$ cat src/rtl/dwt97_lifting_step.sv
// dwt97_lifting_step
//   One lifting step (predict or update) of the 9/7 wavelet transform on an
//   interleaved 1-D sample stream (even index = low band, odd index = high).
//   Target samples become y[i] = x[i] + ((Kint * (x[i-1] + x[i+1])) >>> KPoint),
//   wrapped to DataWidth bits; all other samples pass through unchanged.
//   Line edges use symmetric extension. Sample order, sof and eol are kept.
//
// Ports
//   clk_i      clock
//   rst_i      synchronous active-high reset
//   s_ready_o  input ready
//   s_valid_i  input valid
//   s_sof_i    first sample of frame (carried with its sample)
//   s_eol_i    last sample of line (restarts sample indexing)
//   s_data_i   input sample, signed
//   m_ready_i  output ready
//   m_valid_o  output valid
//   m_sof_o    sof of the output sample
//   m_eol_o    eol of the output sample
//   m_data_o   output sample, signed
module dwt97_lifting_step #(
  parameter int  DataWidth = 16,
  parameter int  KWidth    = 18,
  parameter real K         = -1.586134342,
  parameter int  KPoint    = 14,
  parameter bit  UpdateOdd = 1'b1
) (
  input  logic                 clk_i,
  input  logic                 rst_i,
  output logic                 s_ready_o,
  input  logic                 s_valid_i,
  input  logic                 s_sof_i,
  input  logic                 s_eol_i,
  input  logic [DataWidth-1:0] s_data_i,
  input  logic                 m_ready_i,
  output logic                 m_valid_o,
  output logic                 m_sof_o,
  output logic                 m_eol_o,
  output logic [DataWidth-1:0] m_data_o
);

  // Fixed-point coefficient, truncated toward zero.
  localparam int KIntVal = $rtoi(K * (2.0 ** KPoint));
  localparam logic signed [KWidth-1:0] KInt = KWidth'(KIntVal);
  localparam int PW = DataWidth + KWidth + 1;

  typedef enum logic [1:0] {
    EMPTY,
    FILL,
    FLUSH
  } state_t;

  state_t state, state_n;

  // hold: sample waiting for its right neighbour; prev: sample before hold.
  logic [DataWidth-1:0] hold, prev;
  logic                 hold_sof;
  logic                 hold_odd;    // line-index parity of hold
  logic                 hold_first;  // hold is x[0] of its line

  logic [DataWidth-1:0] out_data;
  logic                 out_sof, out_eol, out_valid;

  logic                 out_free, accept;
  logic                 load_hold, first_load, load_out;
  logic [DataWidth-1:0] out_data_n;
  logic                 out_sof_n, out_eol_n;

  // Lifting datapath
  logic signed [DataWidth-1:0] lift_x, lift_a, lift_b, lift_y;
  logic signed [DataWidth:0]   nsum;
  logic signed [PW-1:0]        prod;
  logic                        target;
  logic [DataWidth-1:0]        y;

  assign out_free = !out_valid || m_ready_i;

  always_comb begin
    case (state)
      EMPTY:   s_ready_o = 1'b1;
      FILL:    s_ready_o = out_free;
      default: s_ready_o = 1'b0;
    endcase
  end

  assign accept = s_valid_i && s_ready_o;

  // Neighbours of hold: in FILL the right one is the incoming beat and the
  // left one is prev, except for x[0] which mirrors its right neighbour.
  // In FLUSH hold is the last sample and mirrors prev on both sides.
  always_comb begin
    lift_x = $signed(hold);
    if (state == FLUSH) begin
      lift_a = $signed(prev);
      lift_b = $signed(prev);
    end else begin
      lift_a = hold_first ? $signed(s_data_i) : $signed(prev);
      lift_b = $signed(s_data_i);
    end
    nsum   = {lift_a[DataWidth-1], lift_a} + {lift_b[DataWidth-1], lift_b};
    prod   = PW'(nsum) * PW'(KInt);
    lift_y = lift_x + DataWidth'(prod >>> KPoint);
    target = (hold_odd == UpdateOdd);
    y      = target ? lift_y : hold;
  end

  always_ff @(posedge clk_i) begin
    if (rst_i) begin
      state <= EMPTY;
    end else begin
      state <= state_n;
    end
  end

  always_comb begin
    state_n    = state;
    load_hold  = 1'b0;
    first_load = 1'b0;
    load_out   = 1'b0;
    out_data_n = '0;
    out_sof_n  = 1'b0;
    out_eol_n  = 1'b0;
    case (state)
      EMPTY: begin
        if (accept) begin
          if (s_eol_i) begin
            // Single-sample line: nothing to lift, forward as-is when the
            // output stage can take it.
            if (out_free) begin
              load_out   = 1'b1;
              out_data_n = s_data_i;
              out_sof_n  = s_sof_i;
              out_eol_n  = 1'b1;
            end
          end else begin
            load_hold  = 1'b1;
            first_load = 1'b1;
            state_n    = FILL;
          end
        end
      end
      FILL: begin
        if (accept) begin
          load_out   = 1'b1;
          out_data_n = y;
          out_sof_n  = hold_sof;
          load_hold  = 1'b1;
          if (s_eol_i) begin
            state_n = FLUSH;
          end
        end
      end
      FLUSH: begin
        if (out_free) begin
          load_out   = 1'b1;
          out_data_n = y;
          out_sof_n  = hold_sof;
          out_eol_n  = 1'b1;
          state_n    = EMPTY;
        end
      end
      default: state_n = EMPTY;
    endcase
  end

  always_ff @(posedge clk_i) begin
    if (rst_i) begin
      hold       <= '0;
      prev       <= '0;
      hold_sof   <= 1'b0;
      hold_odd   <= 1'b0;
      hold_first <= 1'b0;
    end else if (load_hold) begin
      prev       <= hold;
      hold       <= s_data_i;
      hold_sof   <= s_sof_i;
      hold_odd   <= first_load ? 1'b0 : ~hold_odd;
      hold_first <= first_load;
    end
  end

  always_ff @(posedge clk_i) begin
    if (rst_i) begin
      out_valid <= 1'b0;
      out_data  <= '0;
      out_sof   <= 1'b0;
      out_eol   <= 1'b0;
    end else if (load_out) begin
      out_valid <= 1'b1;
      out_data  <= out_data_n;
      out_sof   <= out_sof_n;
      out_eol   <= out_eol_n;
    end else if (m_ready_i) begin
      out_valid <= 1'b0;
    end
  end

  assign m_valid_o = out_valid;
  assign m_data_o  = out_data;
  assign m_sof_o   = out_sof;
  assign m_eol_o   = out_eol;

endmodule

$ cat config.mk
export PLATFORM = sky130hd
export DESIGN_NAME = dwt97_lifting_step
export DESIGN_NICKNAME = d
export VERILOG_FILES = /design/src/rtl/dwt97_lifting_step.sv
export SDC_FILE = /design/constraint.sdc
export NUM_CORES = 1
export LEC_CHECK = 0
export ABC_AREA = 1
export BUFFER_PORTS_ARGS = -buffer_cell sky130_fd_sc_hd__buf_4
export CAP_MARGIN = 10
export CORE_AREA = 2 2 94 187
export CTS_CLUSTER_DIAMETER = 30
export CTS_CLUSTER_SIZE = 14
export DETAILED_ROUTE_END_ITERATION = 8
export DIE_AREA = 0 0 96 189
export HOLD_SLACK_MARGIN = 0.08
export MAX_ROUTING_LAYER = met4
export PLACE_DENSITY = 0.88
export SLEW_MARGIN = 25
export SYNTH_ARGS = -nofsm -noshare
export SYNTH_HDL_FRONTEND = slang
export SYNTH_SLANG_ARGS = --single-unit
$ cat constraint.sdc
create_clock -name clk_i -period 26 [get_ports clk_i]
set_input_delay 6.5 -clock clk_i [delete_from_list [all_inputs] [get_ports clk_i]]
set_output_delay 6.5 -clock clk_i [all_outputs]
set_load 0.1 [all_outputs]
==> impl_metrics.json <==
{
  "antenna_found_initial": 0,
  "critPathMaxFanout": 5,
  "synthCells": 1296,
  "cts-root-buf": "clkbuf_16",
  "first_pass_iters": 5,
  "period_share": 0.592,
  "diodes": 0,
  "synth_ff_type": "dfxtp_1",
  "dieArea_um2": 18100,
  "grt_pass1_wl_mm": 44.5,
  "syn_area_per_cell_um2": 7.64,
  "port_buffers": 41,
  "synth-compound-area-share": 0.147,
  "cts_tree": "done",
  "ctsHoldBuffers": 0,
  "die_y_um": 189,
  "layout_min_cycle_time_ns": 15.40,
  "async_reset_ff_frac": 0,
  "vias_per_cell": 5.68,
  "met1_usage": 0.291,
  "cts.sinks": 56,
  "grt_max_degree": 59,
  "relSlewSlack": 0.382,
  "synth_top_family_by_area": "adder cells",
  "hpwlAfterDp_mm": 23.9,
  "fin_tns_setup_ns": 0,
  "crit_required_ns": 26.19,
  "grt_pass1_vias": 9433,
  "grt_use_met3": 0.0151,
  "htreeDepth": 2,
  "path_clk_slew_ns": 0.07,
  "cts_made_buffers": 5,
  "clockBufferDepth": 2,
  "synthXorXnorAreaFrac": 0.0379,
  "grt_overflow": 0,
  "synth_fa_ha_area_frac": 0.434,
  "grtUsageMet2": 0.620,
  "synth.yosys.seq_area_share": 0.113,
  "synthSimpleGateAreaFrac": 0.133,
  "busiest_layer": "met2",
  "cpPeakStageDelay_ns": 0.55,
  "drive_above_1_share": 0.0681,
  "cts_setup_buffers": 0,
  "hold_slack_ns": 0.496,
  "worst-slew-pin-transition_ns": 0.925,
  "ios": 42,
  "syn_area_um2": 9900,
  "gp_congestion": 1.05,
  "syn2layout_area_growth_pct": 6.55,
  "synthMuxAreaShare": 0,
  "synthTopCellsByArea": "fa_1 (24%), ha_1 (19%), inv_1 (12%), dfxtp_1 (11%), nand2_1 (7.0%)",
  "slowest_stage": "fa_1",
  "setup_viol": 0,
  "drtAntennaViolNets": 0,
  "dr_total_vias": 8674,
  "grt_setup_unrepaired": "no",
  "yosysTopAreaCellShare": 0.243,
  "synth_seq_cells": 56,
  "worst_setup_path_start_kind": "input pin",
  "cp.arrival_ns": 15.59,
  "hold_viol": 0,
  "start_util": 0.593,
  "row_count": 67,
  "worst_path_most_repeated_cell": "inv_1",
  "status": "completed",
  "clock_latency_ns": 0.31,
  "synth.net_count": 1589,
  "fmax_ghz": 0.0649,
  "fin_worst_skew_ns": 0.00591,
  "path_class": "in -> reg",
  "synth_area_leader_cell": "fa_1",
  "ctsResizeCount": 0,
  "coreArea_um2": 16700,
  "fin_nets": 1613,
  "initialDrtViolationCount": 340,
  "ys_warn_count": 0,
  "synth_edf_count": 0,
  "drcViolationCount": 0,
  "die_w_um": 96,
  "synth_cell_types": 47,
  "maxCapViolCount": 0,
  "drv_slew": 0,
  "grt.total_usage": 0.333,
  "min_path_type": "reg -> reg",
  "worstSetupEndpointType": "register",
  "wl_per_cell_um": 18.0,
  "routed_wl_mm": 27.5,
  "utilization": 0.632
}
## cell usage after synthesis (9+ instances only)
master and instances:
inv_1 318, nand2_1 185, ha_1 151, fa_1 120
a21oi_1 115, o21ai_0 101, nor2_1 64, dfxtp_1 56
nand3_1 30, xor2_1 23, clkbuf_1 17, xnor2_1 13
inv_2 9
## logic make-up after synthesis
kind of cell	count (synthesis)
buffers and inverters	355
and+or+nand+nor	314
adders and majority gates	271
AOI/OAI and AO/OA	261
DFF	56
xor gates and xnor gates	39
## per-stage QoR
step                setup slack [ns]  instances  area, um2
floorplan                      11.58       1296       9900
global placement               10.37       1520      10400
detailed placement             10.34       1520      10400
CTS                            10.64       1528      10500
global route                   10.18       1528      10500
finish                         10.60       1528      10500
## final timing paths
path | from | endpoint | slack [ns] | cells past startpoint
max | s_data_i[0] | m_data_o[13]$_SDFFE_PP0P_ | 10.60 | 45
min | hold[13]$_SDFFE_PP0P_ | prev[13]$_SDFFE_PP0P_ | 0.50 | 2
max reg2reg | state[0]$_SDFFE_PP0P_ | m_data_o[13]$_SDFFE_PP0P_ | 15.65 | 48
min reg2reg | hold[13]$_SDFFE_PP0P_ | prev[13]$_SDFFE_PP0P_ | 0.50 | 2
## placed cells by master (no fill, tap or decap), types with 8 or more instances in the layout
cell type and count:
buf_4 44, inv_1 318, o211ai_1 8, a21oi_1 115
nand3_1 30, dfxtp_1 56, nor3_1 8, nor2_1 64
inv_2 9, nand2_1 184, fa_1 120, xnor2_1 13
ha_1 151, o21ai_0 101, xor2_1 23
## worst max-delay path: cells and delay by family
kind	cells	cell delay, ns
buf+inv	9	0.68
simple gates	14	2.04
xor+xnor	3	0.46
compound gates	9	1.64
fa+ha+maj	10	4.25
## layout make-up
class | instances | area [um2]
clock buffer | 5 | 125
clock inverter | 3 | 42.5
fill | 1418 | 6140
inverter | 328 | 1230
multi-input combinational | 885 | 7440
sequential | 56 | 1120
tap | 207 | 259
timing repair buffer | 44 | 330
## metal layers
metal  share of wire  vias up
met5               0        -
met1            0.31     4101
li1                -     4098
met4            0.10        0
met2            0.56      306
met3           0.029      169
## flip-flops by register name, summed over array words and instances, names as in the netlist
signal and cells:
hold 16, m_data_o 16, prev 16, state 2, hold_first 1, hold_odd 1
hold_sof 1, m_eol_o 1, m_sof_o 1, m_valid_o 1
Power is not shown: default switching activity piles up to over one toggle a cycle in this logic, so the estimate is an artifact.
